**config.mk**
```make
export PLATFORM = sky130hd
export DESIGN_NAME = pipe_hazard_ctrl_flat
export DESIGN_NICKNAME = d
export VERILOG_FILES = /design/src/rtl/pipe_hazard_ctrl_if.sv /design/src/rtl/pipe_hazard_ctrl.sv /design/src/flat_wrapper.sv
export SDC_FILE = /design/constraint.sdc
export NUM_CORES = 1
export LEC_CHECK = 0
export ABC_AREA = 1
export CORE_MARGIN = 2
export CORE_UTILIZATION = 57
export DETAILED_ROUTE_END_ITERATION = 16
export DONT_BUFFER_PORTS = 1
export PLACE_DENSITY = 0.76
export SYNTH_ARGS = -nofsm -noshare
export SYNTH_HDL_FRONTEND = slang
export SYNTH_SLANG_ARGS = --single-unit
```
**constraint.sdc**
```tcl
create_clock -name clk -period 2 [get_ports clk]
set_input_delay 0.2 -clock clk [delete_from_list [all_inputs] [get_ports clk]]
set_output_delay 0.2 -clock clk [all_outputs]
set_load 0.01 [all_outputs]
```
**src/rtl/pipe_hazard_ctrl_if.sv**
```systemverilog
// Bundle between the ID stage and the hazard controller: decoded ID operands in,
// stall/flush/forwarding decisions and the stall counter out.
interface pipe_hazard_ctrl_if #(
    parameter int RW    = 3,
    parameter int DEPTH = 3,
    parameter int CNT_W = 16
);
    localparam int SW = $clog2(DEPTH + 1);

    logic          id_valid;
    logic [RW-1:0] id_rs;
    logic [RW-1:0] id_rt;
    logic          id_use_rs;
    logic          id_use_rt;
    logic [RW-1:0] id_rd;
    logic          id_wr_en;
    logic          id_load;
    logic          id_branch;
    logic          branch_taken;

    logic             stall;
    logic             flush_ifid;
    logic [SW-1:0]    ex_fwd_a;
    logic [SW-1:0]    ex_fwd_b;
    logic [SW-1:0]    id_fwd_a;
    logic [SW-1:0]    id_fwd_b;
    logic [CNT_W-1:0] stall_cnt;

    modport master (
        output id_valid, id_rs, id_rt, id_use_rs, id_use_rt,
               id_rd, id_wr_en, id_load, id_branch, branch_taken,
        input  stall, flush_ifid, ex_fwd_a, ex_fwd_b, id_fwd_a, id_fwd_b, stall_cnt
    );

    modport slave (
        input  id_valid, id_rs, id_rt, id_use_rs, id_use_rt,
               id_rd, id_wr_en, id_load, id_branch, branch_taken,
        output stall, flush_ifid, ex_fwd_a, ex_fwd_b, id_fwd_a, id_fwd_b, stall_cnt
    );
endinterface

```
**src/rtl/pipe_hazard_ctrl.sv**
```systemverilog
// In-order pipeline hazard controller: tracks the instructions in EX..WB with a tag
// shift register and derives load-use/branch stalls, forwarding selects and a stall count.
module pipe_hazard_ctrl #(
    parameter int RW       = 3,
    parameter int DEPTH    = 3,
    parameter int ALU_RDY  = 2,
    parameter int LD_RDY   = 3,
    parameter int ZERO_REG = 1,
    parameter int CNT_W    = 16
) (
    input logic               clk,
    input logic               rst_n,
    pipe_hazard_ctrl_if.slave hz
);
    localparam int SW = $clog2(DEPTH + 1);

    typedef struct packed {
        logic          valid;
        logic          wr_en;
        logic [RW-1:0] rd;
        logic          load;
        logic [RW-1:0] rs;
        logic [RW-1:0] rt;
        logic          use_rs;
        logic          use_rt;
    } tag_t;

    tag_t             pipe_q [1:DEPTH];
    tag_t             pipe_d [1:DEPTH];
    logic [CNT_W-1:0] cnt_q;
    logic [CNT_W-1:0] cnt_d;

    logic          stall;
    logic          use_a;
    logic          use_b;
    int            young_a;
    int            young_b;
    logic          load_a;
    logic          load_b;
    logic [SW-1:0] ex_a;
    logic [SW-1:0] ex_b;
    logic [SW-1:0] id_a;
    logic [SW-1:0] id_b;

    function automatic logic is_producer(tag_t t, logic [RW-1:0] r);
        return t.valid && t.wr_en && (t.rd == r) && !((ZERO_REG != 0) && (r == '0));
    endfunction

    function automatic logic is_ready(logic ld, int k);
        return ld ? (k >= LD_RDY) : (k >= ALU_RDY);
    endfunction

    // Only the youngest producer of each ID source decides stalling and ID forwarding;
    // the loop runs oldest-first so the smallest matching stage wins.
    always_comb begin
        young_a = 0;
        young_b = 0;
        load_a  = 1'b0;
        load_b  = 1'b0;
        stall   = 1'b0;
        id_a    = '0;
        id_b    = '0;
        ex_a    = '0;
        ex_b    = '0;
        use_a   = hz.id_valid && hz.id_use_rs;
        use_b   = hz.id_valid && hz.id_use_rt;
        for (int k = DEPTH; k >= 1; k--) begin
            if (is_producer(pipe_q[k], hz.id_rs)) begin
                young_a = k;
                load_a  = pipe_q[k].load;
            end
            if (is_producer(pipe_q[k], hz.id_rt)) begin
                young_b = k;
                load_b  = pipe_q[k].load;
            end
        end
        if (use_a && young_a != 0 &&
            !is_ready(load_a, hz.id_branch ? young_a : young_a + 1)) begin
            stall = 1'b1;
        end
        if (use_b && young_b != 0 &&
            !is_ready(load_b, hz.id_branch ? young_b : young_b + 1)) begin
            stall = 1'b1;
        end
        stall = stall && rst_n;
        if (rst_n && !stall) begin
            if (use_a && young_a != 0 && is_ready(load_a, young_a)) id_a = SW'(young_a);
            if (use_b && young_b != 0 && is_ready(load_b, young_b)) id_b = SW'(young_b);
        end
        // EX selects look at the instruction now in EX against the stages behind it.
        for (int k = DEPTH; k >= 2; k--) begin
            if (rst_n && pipe_q[1].valid && pipe_q[1].use_rs && is_producer(pipe_q[k], pipe_q[1].rs))
                ex_a = SW'(k);
            if (rst_n && pipe_q[1].valid && pipe_q[1].use_rt && is_producer(pipe_q[k], pipe_q[1].rt))
                ex_b = SW'(k);
        end
    end

    always_comb begin
        pipe_d[1] = '0;
        if (hz.id_valid && !stall) begin
            pipe_d[1].valid  = 1'b1;
            pipe_d[1].wr_en  = hz.id_wr_en;
            pipe_d[1].rd     = hz.id_rd;
            pipe_d[1].load   = hz.id_load;
            pipe_d[1].rs     = hz.id_rs;
            pipe_d[1].rt     = hz.id_rt;
            pipe_d[1].use_rs = hz.id_use_rs;
            pipe_d[1].use_rt = hz.id_use_rt;
        end
        for (int k = 2; k <= DEPTH; k++) begin
            pipe_d[k] = pipe_q[k-1];
        end
        cnt_d = cnt_q;
        if (stall && cnt_q != '1) cnt_d = cnt_q + 1'b1;
    end

    always_ff @(posedge clk) begin
        if (!rst_n) begin
            for (int k = 1; k <= DEPTH; k++) begin
                pipe_q[k] <= '0;
            end
            cnt_q <= '0;
        end else begin
            pipe_q <= pipe_d;
            cnt_q  <= cnt_d;
        end
    end

    assign hz.stall      = stall;
    assign hz.flush_ifid = hz.branch_taken && !stall;
    assign hz.ex_fwd_a   = ex_a;
    assign hz.ex_fwd_b   = ex_b;
    assign hz.id_fwd_a   = id_a;
    assign hz.id_fwd_b   = id_b;
    assign hz.stall_cnt  = rst_n ? cnt_q : '0;
endmodule
```
**src/flat_wrapper.sv**
```systemverilog
// flat-port wrapper written by rule: the top's interface ports become plain ports
module pipe_hazard_ctrl_flat 
#(
    parameter int RW       = 3,
    parameter int DEPTH    = 3,
    parameter int ALU_RDY  = 2,
    parameter int LD_RDY   = 3,
    parameter int ZERO_REG = 1,
    parameter int CNT_W    = 16
)
  (clk, rst_n, hz_id_valid, hz_id_rs, hz_id_rt, hz_id_use_rs, hz_id_use_rt, hz_id_rd, hz_id_wr_en, hz_id_load, hz_id_branch, hz_branch_taken, hz_stall, hz_flush_ifid, hz_ex_fwd_a, hz_ex_fwd_b, hz_id_fwd_a, hz_id_fwd_b, hz_stall_cnt);
  pipe_hazard_ctrl_if #(.RW(RW), .DEPTH(DEPTH), .CNT_W(CNT_W)) hz_i ();
  input logic clk;
  input logic rst_n;
  input wire logic [$bits(hz_i.id_valid)-1:0] hz_id_valid;
  input wire logic [$bits(hz_i.id_rs)-1:0] hz_id_rs;
  input wire logic [$bits(hz_i.id_rt)-1:0] hz_id_rt;
  input wire logic [$bits(hz_i.id_use_rs)-1:0] hz_id_use_rs;
  input wire logic [$bits(hz_i.id_use_rt)-1:0] hz_id_use_rt;
  input wire logic [$bits(hz_i.id_rd)-1:0] hz_id_rd;
  input wire logic [$bits(hz_i.id_wr_en)-1:0] hz_id_wr_en;
  input wire logic [$bits(hz_i.id_load)-1:0] hz_id_load;
  input wire logic [$bits(hz_i.id_branch)-1:0] hz_id_branch;
  input wire logic [$bits(hz_i.branch_taken)-1:0] hz_branch_taken;
  output wire logic [$bits(hz_i.stall)-1:0] hz_stall;
  output wire logic [$bits(hz_i.flush_ifid)-1:0] hz_flush_ifid;
  output wire logic [$bits(hz_i.ex_fwd_a)-1:0] hz_ex_fwd_a;
  output wire logic [$bits(hz_i.ex_fwd_b)-1:0] hz_ex_fwd_b;
  output wire logic [$bits(hz_i.id_fwd_a)-1:0] hz_id_fwd_a;
  output wire logic [$bits(hz_i.id_fwd_b)-1:0] hz_id_fwd_b;
  output wire logic [$bits(hz_i.stall_cnt)-1:0] hz_stall_cnt;
  assign hz_i.id_valid = hz_id_valid;
  assign hz_i.id_rs = hz_id_rs;
  assign hz_i.id_rt = hz_id_rt;
  assign hz_i.id_use_rs = hz_id_use_rs;
  assign hz_i.id_use_rt = hz_id_use_rt;
  assign hz_i.id_rd = hz_id_rd;
  assign hz_i.id_wr_en = hz_id_wr_en;
  assign hz_i.id_load = hz_id_load;
  assign hz_i.id_branch = hz_id_branch;
  assign hz_i.branch_taken = hz_branch_taken;
  assign hz_stall = hz_i.stall;
  assign hz_flush_ifid = hz_i.flush_ifid;
  assign hz_ex_fwd_a = hz_i.ex_fwd_a;
  assign hz_ex_fwd_b = hz_i.ex_fwd_b;
  assign hz_id_fwd_a = hz_i.id_fwd_a;
  assign hz_id_fwd_b = hz_i.id_fwd_b;
  assign hz_stall_cnt = hz_i.stall_cnt;
  pipe_hazard_ctrl #(.RW(RW), .DEPTH(DEPTH), .ALU_RDY(ALU_RDY), .LD_RDY(LD_RDY), .ZERO_REG(ZERO_REG), .CNT_W(CNT_W)) u_core (.clk(clk), .rst_n(rst_n), .hz(hz_i));
endmodule
```
## Yosys cells after proc, flatten, opt, wreduce, memory -nomap -nowiden

Index checks and enable logic that the tools add are counted.

| storage, ports and cells | value |
|---|---|
| register bits | 42 |
| latch bits | 0 |
| bits in writable memories | 0 |
| bits in read-only memories | 0 |
| input port bits | 18 |
| word-level logic and storage cells | 126 |
| memories kept | 0 |

| cells by class | value |
|---|---|
| add/sub/neg operators | 3 |
| multiply operators | 0 |
| divide/modulo/power cells | 0 |
| order comparisons | 8 |
| equal/unequal tests | 11 |
| shift-type cells | 0 |
| mux-type cells | 30 |
| bitwise gates (word level) | 0 |
| reduce and logical (&&, ||, !) cells | 57 |

Operator list:

| cell | count |
|---|---|
| greater-or-equal comparator 32 x 3 -> 1 bit, second input constant | 8 |
| 2-to-1 mux 32 bit | 6 |
| adder 32 x 2 -> 32 bit, second input constant | 2 |
| nonzero test 32 bit | 2 |
| logical AND 1 bit | 43 |
| equality test 3 bit | 10 |
| 2-to-1 mux 2 bit | 10 |
| adder 16 x 1 -> 16 bit, second input constant | 1 |
| 2-to-1 mux 16 bit | 1 |
| != test 16 bit, second input constant | 1 |
| 2-to-1 mux 14 bit | 1 |
| logical NOT 3 bit | 4 |
| 2-to-1 mux 1 bit | 12 |
| logical NOT 1 bit | 7 |
| AND reduction 2 bit | 1 |

## Longest topological paths before layout

Gate-level depths: netlist of run 1.

| logic depth | value |
|---|---|
| word-level depth | 18 |
| mapped depth | 20 |
| gate-level depth less buffers | 18 |

## Least setup slack after synthesis of run 1

No wires, ideal clock.

| path | value |
|---|---|
| path kind | register to output |
| from | reg u_core.pipe_q, in the netlist u_core.pipe_d[10] |
| to | out hz_flush_ifid |
| data arrival time | 2.140 ns |
| required time | 1.800 ns |
| slack | -0.340 ns |
| stages on the path, launching flop included | 16 |
| buffers on the path | 1 |
| cell sequence | dfxtp_1 buf_2 nor2_1 nand2_1 nand2_1 nand3_2 a21oi_2 inv_1 ha_1 nor3_1 a21boi_0 nand2_1 nand2_4 clkinv_2 nor2_1 nor2_1 |

| between the ends | value |
|---|---|
| longest elaborated chain between the ends | 16 |
| elaborated cells on any way between the ends | 37 |
| those cells by class | add/sub (2); order compare (4); eq/ne (2); mux (14); reduce/logical (15) |

Ends and longest elaborated chain:

| item | line | text |
|---|---|---|
| start: declaration | pipe_hazard_ctrl.sv:28 | `tag_t pipe_q [1:DEPTH];` |
| start signal: assignment | pipe_hazard_ctrl.sv:125 | `pipe_q <= pipe_d;` |
| equality test 3 bit | pipe_hazard_ctrl.sv:46 | `return t.valid && t.wr_en && (t.rd == r) && !((ZERO_REG != 0) && (r == '0));` |
| logical AND 1 bit (2 in a row) | pipe_hazard_ctrl.sv:46 |  |
| 2-to-1 mux 32 bit (2 in a row) | pipe_hazard_ctrl.sv:68 | `if (is_producer(pipe_q[k], hz.id_rs)) begin` |
| adder 32 x 2 -> 32 bit | pipe_hazard_ctrl.sv:78 | `!is_ready(load_a, hz.id_branch ? young_a : young_a + 1)) begin` |
| 2-to-1 mux 32 bit | pipe_hazard_ctrl.sv:78 |  |
| greater-or-equal comparator 32 x 3 -> 1 bit | pipe_hazard_ctrl.sv:50 | `return ld ? (k >= LD_RDY) : (k >= ALU_RDY);` |
| 2-to-1 mux 1 bit | pipe_hazard_ctrl.sv:50 |  |
| logical NOT 1 bit | pipe_hazard_ctrl.sv:78 |  |
| logical AND 1 bit | pipe_hazard_ctrl.sv:77 | `if (use_a && young_a != 0 &&` |
| 2-to-1 mux 1 bit | pipe_hazard_ctrl.sv:77 |  |
| 2-to-1 mux 1 bit * | pipe_hazard_ctrl.sv:81 | `if (use_b && young_b != 0 &&` |
| logical AND 1 bit * | pipe_hazard_ctrl.sv:85 | `stall = stall && rst_n;` |
| net hz_stall | flat_wrapper.sv:25 | `output wire logic [$bits(hz_i.stall)-1:0] hz_stall;` |
| logical NOT 1 bit * | pipe_hazard_ctrl.sv:131 | `assign hz.flush_ifid = hz.branch_taken && !stall;` |
| logical AND 1 bit * | pipe_hazard_ctrl.sv:131 |  |
| end: declaration | flat_wrapper.sv:26 | `output wire logic [$bits(hz_i.flush_ifid)-1:0] hz_flush_ifid;` |

Mark *: on every way through the listed nets, which the timed path passes. The rest lies on a longest branch.

## Final worst setup path of run 1

| path | value |
|---|---|
| from | reg u_core.pipe_q, in the netlist u_core.pipe_d[12] |
| to | out hz_flush_ifid |

| between the ends | value |
|---|---|
| longest elaborated chain between the ends | 16 |
| elaborated cells on any way between the ends | 36 |
| those cells by class | add/sub (2); order compare (4); mux (14); reduce/logical (16) |

Ends and longest elaborated chain:

| item | line |
|---|---|
| logical AND 1 bit * | pipe_hazard_ctrl.sv:46 |
| logical AND 1 bit (2 in a row) | pipe_hazard_ctrl.sv:46 |
| 2-to-1 mux 32 bit (2 in a row) | pipe_hazard_ctrl.sv:68 |
| adder 32 x 2 -> 32 bit | pipe_hazard_ctrl.sv:78 |
| 2-to-1 mux 32 bit | pipe_hazard_ctrl.sv:78 |
| greater-or-equal comparator 32 x 3 -> 1 bit | pipe_hazard_ctrl.sv:50 |
| 2-to-1 mux 1 bit | pipe_hazard_ctrl.sv:50 |
| logical NOT 1 bit | pipe_hazard_ctrl.sv:78 |
| logical AND 1 bit | pipe_hazard_ctrl.sv:77 |
| 2-to-1 mux 1 bit | pipe_hazard_ctrl.sv:77 |
| 2-to-1 mux 1 bit * | pipe_hazard_ctrl.sv:81 |
| logical AND 1 bit * | pipe_hazard_ctrl.sv:85 |
| net hz_stall | flat_wrapper.sv:25 |
| logical NOT 1 bit * | pipe_hazard_ctrl.sv:131 |
| logical AND 1 bit * | pipe_hazard_ctrl.sv:131 |

Marks and branches as above.

==> results of run 1 <==
[sequential cells by signal (all words and copies together), names as in the netlist]
signal,count
u_core.pipe_q,6
u_core.cnt_q,16
u_core.pipe_d,20
[timing repair]
action	in CTS	in global routing
endpoints found under the setup margin	36	40
buffers inserted	24	8
endpoints found under the hold margin	8	0
gates cloned	3	0
pin swaps	26	30
gates resized for setup	55	54
hold buffers	3	0
[final cells by class]
| cell class | count | area share (%) |
|---|---|---|
| multi-input cells | 291 | 48.9 |
| well taps | 54 | 1.74 |
| clock buffers | 5 | 1.77 |
| clock inverters | 3 | 1.77 |
| flip-flops and latches | 42 | 22.3 |
| repair buffers | 66 | 14.7 |
| inverters | 86 | 8.86 |
[synth_stat cells (2+ instances only)]
cell,instances,area (sq um)
nor3_1,10,50.1
o21ai_1,3,15.0
nand2_2,4,25.0
nor2_1,38,143
a21boi_0,2,15.0
nor2_2,11,68.8
nand3_2,3,30.0
a21oi_1,7,35.0
nand3b_1,2,15.0
nand2_1,134,503
a21oi_2,3,26.3
xnor2_1,8,70.1
ha_1,7,87.6
inv_1,74,278
o21ai_0,5,25.0
nand4_1,7,43.8
nor4_1,2,12.5
buf_2,4,20.0
o31ai_1,2,15.0
nand3_1,18,90.1
buf_6,3,33.8
inv_2,10,37.5
dfxtp_1,42,841
or2_0,2,12.5
clkbuf_1,2,7.51
o21ai_2,4,35.0
xor2_1,8,70.1
[per-layer routing]
| metal | up-vias | GRT usage (%) |
|---|---|---|
| met1 | 1466 | 36.1 |
| li1 | 1424 | - |
| met5 | - | 0 |
| met4 | 0 | 20.2 |
| met2 | 226 | 57.8 |
| met3 | 72 | 6.77 |
[critical path, delay by kind of cell (launching register included)]
kind	cells	cell delay, ns
AND/OR/NAND/NOR	11	1.23
flip-flops	1	0.36
AO/OA/AOI/OAI	1	0.20
buffers and inverters	6	0.56
[power by group]
part	total (mW)	internal [mW]	switching, mW
Clock	0.830	0.501	0.329
Combinational	0.172	0.0655	0.107
Sequential	0.871	0.850	0.0205
[cell families after synthesis]
family          after synthesis  synth area share, %
compound gates               29                 7.08
xor+xnor                     16                 5.18
flops                        42                 31.1
fa+ha+maj                     7                 3.24
simple gates                237                 39.2
buf+inv                      95                 14.2
[worst paths after layout]
check                          startpoint                            to  depth (start not counted)
max          u_core.pipe_d[12]$_SDFF_PN0_                 hz_flush_ifid                         18
min                                 rst_n   u_core.pipe_d[9]$_SDFF_PN0_                          2
max reg2reg  u_core.pipe_d[12]$_SDFF_PN0_  u_core.cnt_q[5]$_SDFFE_PN0P_                         21
min reg2reg  u_core.pipe_d[12]$_SDFF_PN0_  u_core.pipe_q[12]$_SDFF_PN0_                          2
[stage by stage]
stage	hold WS [ns]	total power [mW]	setup slack, ns	util (%)	area [sq um]
after floorplan	0.305	0.987	-0.0799	-	2820
after CTS	0.000697	1.83	-0.458	79.4	3700
final	0.00314	1.87	-0.863	83.3	3880
after global routing	-0.00708	1.92	-0.935	83.3	3880
after global placement	0.300	1.00	-0.235	66.7	3110
after detailed placement	0.303	1.01	-0.267	66.7	3110
==> run metrics, run 1 <==
status complete, but fails checks; failing checks setup timing; first-pass GRT wire length roughly 13 mm; Post-Syn Nets ~450; largest net degree at the start of global routing 36; Slowest Stage Delay on Critical Path 0.36 ns; Crit path arrival time between 2 and 3 ns; number of diodes 0; CTS max path bufs 2; met2 routed WL about 5 mm; Tot GR Track Use between 30% and 40%; initial antenna violation count 0; crit start category register; Max rail drop VDD 0.759 mV; M1 wire length 3.62 mm; measured slew at the worst slew-check pin about 0.73 ns; Die Area between 5000 and 6000 sq um; setup TNS -25.27 ns; P&R area growth vs syn 43.6%; Initial Util about three fifths; share of layout cells above drive strength 1 between 30% and 40%; NumNets Final slightly above 500; asr flop ratio synth 0%; worst hold path type input pin to register; PD cells roughly 480 nW/um^2; Distinct cells, synth 38; H-tree levels 2; P_leak just under 2 nW; CP Capture Type primary output; Clk pin slew, worst setup/hold paths ~0.08 ns; Worst Path Max Fanout 3; Layout Skew 0.0109 ns; vias in the first global route between 2k and 3k; CTS tree done; core area around 4700 sq um; fin crit share 143%; die extent in y approximately 73 microns; Initial DRT Pass Iterations 5; initial drt markers 340; number of synthesized flops with an enable pin 0; post-synthesis sequential area ratio between 30% and 40%; final setup margin -0.863 ns; TritonCTS sink count 42; FF-to-FF setup slack -0.80 ns; DRC Markers 0; routed len/inst 18.6 microns; YS warnings 0; IO Pins 44; Vias/cell 5.83; PortBufs 0; Main synth FF type dfxtp_1; Synth Register Bits 42; Multi-input gate area approximately 1900 sq um; worst-path cell chain nand2_1, inv_2, nand3_2, nor2_4, buf_4, buf_4, buf_4, nand3_1, nand2_1, inv_1, a21oi_2, nand2_1, nand2_1, nand2_2, nand2_4, clkinv_8, nor2_4, nor2_4; Max-cap violations 0; Slew Limit Fails 0; placed cells 510; Post-DRT Antenna Nets 0; critical path class register to primary output; fmax 349 MHz; Final Hold Viols 0; top layer in use met4; clk_lat worst skew about 0.3 ns; met3 wire length between 800 and 900 microns; FP Rows 25; Num CTS Buffers 5; register area just under 900 sq um; hpwl dp about 4.7 mm; CP dominant cell by count nand2_1; Post-Syn Instances 426; fillers roughly 290; CP Data Required Time ~1.8 ns; synthesized area per cell approximately 6.3 sq um; Tmin final around 2.9 ns; GP Congestion between 0.8 and 0.9; Slew headroom between 50% and 60%; crit path max-delay cell type dfxtp_1; commonest non-fill, non-tap cell in the layout nand2_1; most frequent cells in the layout 110 x nand2_1, 66 x inv_1, 54 x buf_4; unrepaired setup endpoints after global routing true; chip width 72.9 microns; DRT Wirelength slightly above 10 mm; number of setup violations in the final report 36; Finished Layout Cells about 550; Congestion Overflow GR 0; mapped cell area about 2700 sq um; CTS Root Cell clkbuf_8; via count 3188
Power figures use the tool's default switching activity.
==> inputs of run 2 (changes only) <==
--- a/config.mk
+++ b/config.mk
@@ -7,10 +7,11 @@
 export LEC_CHECK = 0
 export ABC_AREA = 1
 export CORE_MARGIN = 2
-export CORE_UTILIZATION = 57
+export CORE_UTILIZATION = 30
 export DETAILED_ROUTE_END_ITERATION = 16
 export DONT_BUFFER_PORTS = 1
-export PLACE_DENSITY = 0.76
+export GPL_TIMING_DRIVEN = 0
+export PLACE_DENSITY = 0.46
 export SYNTH_ARGS = -nofsm -noshare
 export SYNTH_HDL_FRONTEND = slang
 export SYNTH_SLANG_ARGS = --single-unit
==> run metrics, run 2 (synthesized netlist as in run 1, its figures left out) <==
PnR Total Power 1.63 mW (-13%); share of layout cells above drive strength 1 33.5% (-6.3 points); Congestion Overflow GR 0 (unchanged); Layout Skew 0.00718 ns (-0.00375 ns); FP Rows 34 (+36%); Initial DRT Pass Iterations 4 (-1); P_leak 1.85 nW (-6.3%); Post-DRT Antenna Nets 0 (unchanged); placed cells 534 (+4.7%); crit path max-delay cell type dfxtp_2; Final Hold Viols 0 (unchanged); measured slew at the worst slew-check pin 0.607 ns (-0.120 ns); design area 3700 sq um (-4.7%); r2r endpoint u_core.pipe_d[27]$_SDFF_PN0_; Initial Util 31.0% (-27 points); Slowest Stage Delay on Critical Path 0.34 ns (-0.02 ns); commonest non-fill, non-tap cell in the layout nand2_1; initial drt markers 76 (-78%); TritonCTS sink count 42 (unchanged); FF-to-FF setup slack -0.46 ns (+0.34 ns); initial antenna violation count 0 (unchanged); FF-to-FF path depth 18 (-14%); CP Capture Type primary output; unrepaired setup endpoints after global routing true; GP Congestion 0.858 (+0.41%); worst hold path type input pin to register; crit start category register; DRT Wirelength 7.20 mm (-29%); Tot GR Track Use 15.2% (-18 points); Slew Limit Fails 0 (unchanged); die extent in y 99.0 microns (+36%); fmax 400 MHz (+15%); Worst Path Max Fanout 3 (unchanged); number of setup violations in the final report 36 (unchanged); max reg flops 20 (unchanged); IO Pins 44 (unchanged); Slew headroom 59.1% (+8.2 points); number of diodes 0 (unchanged); DRC Markers 0 (unchanged); chip width 99.0 microns (+36%); Max-cap violations 0 (unchanged); FF-to-FF Start u_core.pipe_d[12]$_SDFF_PN0_; routed len/inst 12.4 microns (-33%); Setup WS pre-CTS -0.401 ns (-0.133 ns); hpwl dp 5.21 mm (+12%); H-tree levels 2 (unchanged); most frequent cells in the layout 118 x nand2_1, 67 x inv_1, 31 x nor2_1; Vias/cell 4.49 (-23%); worst-path cell chain nand2_2, inv_2, nand2_2, nor2_4, nand3_4, a21oi_4, inv_2, ha_4, nor3_4, a21boi_2, nand2_2, nand2_4, clkinv_8, nor2_4, nor2_4; hold path depth 2 (unchanged); via count 2602 (-18%); clk_lat worst skew 0.30 ns (about the same); first-pass GRT wire length 12.1 mm (-10%); setup TNS -15.32 ns (+9.95 ns); hold path endpoint u_core.pipe_d[23]$_SDFF_PN0_; PD cells 440 nW/um^2 (-8.7%); vias in the first global route 2642 (-9.6%); Post-DP Area 2960 sq um (-4.9%); CP Data Required Time 1.80 ns (about the same); Crit path arrival time 2.30 ns (-0.36 ns); critical path class register to primary output; hold path startpoint hz_id_rd[0]; Num CTS Buffers 5 (unchanged); PortBufs 0 (unchanged); core area 8720 sq um (+87%); post-layout util 42.5% (-41 points); fin crit share 125% (-18 points); largest net degree at the start of global routing 13 (-64%); CTS Root Cell clkbuf_8; Finished Layout Cells 580 (+6.0%); final setup margin -0.500 ns (+0.364 ns); failing checks setup timing; CTS tree done; Max rail drop VDD 0.302 mV (-60%); status complete, but fails checks; P&R area growth vs syn 36.9%; Die Area 9790 sq um (+84%); NumNets Final 496 (-4.1%); CTS max path bufs 2 (unchanged); final hold slack 0.00324 ns (+0.0000936 ns); Tmin final 2.50 ns (-0.364 ns); Clk pin slew, worst setup/hold paths 0.09 ns (about the same)
-- run 2: repair_timing --
action	in CTS	in global routing
pin swaps	23	10
hold endpoints to repair	1	0
resized for setup	53	32
hold buffers	1	0
gates cloned	2	1
setup endpoints to repair	36	38
setup buffers	22	13
-- run 2: how the worst max path moves through the flow --
stage,startpoint,end,cells after the start
6_report,u_core.pipe_d[12]$_SDFF_PN0_,hz_flush_ifid,15
5_1_grt,u_core.pipe_d[12]$_SDFF_PN0_,hz_flush_ifid,15
4_1_cts,u_core.pipe_d[26]$_SDFF_PN0_,hz_flush_ifid,16
3_5_place_dp,u_core.pipe_d[9]$_SDFF_PN0_,u_core.pipe_d[14]$_SDFF_PN0_,16
3_3_place_gp,u_core.pipe_d[9]$_SDFF_PN0_,u_core.pipe_d[14]$_SDFF_PN0_,16
2_1_floorplan,u_core.pipe_d[10]$_SDFF_PN0_,hz_id_fwd_a[0],18
-- run 2: per-layer routing --
metal	vias up	GRT usage, %	wire length [microns]
li1	1377	-	-
met1	1181	17.9	3170
met2	36	27.8	3630
met3	8	3.69	299
met4	0	3.16	97
met5	-	0	0
-- run 2: report_power, final --
part	switching (mW)	total [mW]	internal, mW
Combinational	0.100	0.168	0.0677
Sequential	0.0163	0.867	0.851
Clock	0.316	0.595	0.280
-- run 2: final cells by class --
class | instances | area, sq um
fillers | 887 | 5020
repair buffers | 38 | 369
plain buffers | 9 | 96.3
clock buffers | 7 | 86.3
flip-flops and latches | 42 | 863
multi-input cells | 289 | 1800
inverters | 86 | 344
clock inverters | 1 | 5.00
well taps | 108 | 135
-- run 2: critical path: cells and delay by family, from the launching register on --
kind,cells,cell delay (ns)
fa+ha+maj,1,0.17
flops,1,0.34
buf+inv,3,0.23
compound gates,2,0.42
simple gates,9,0.83
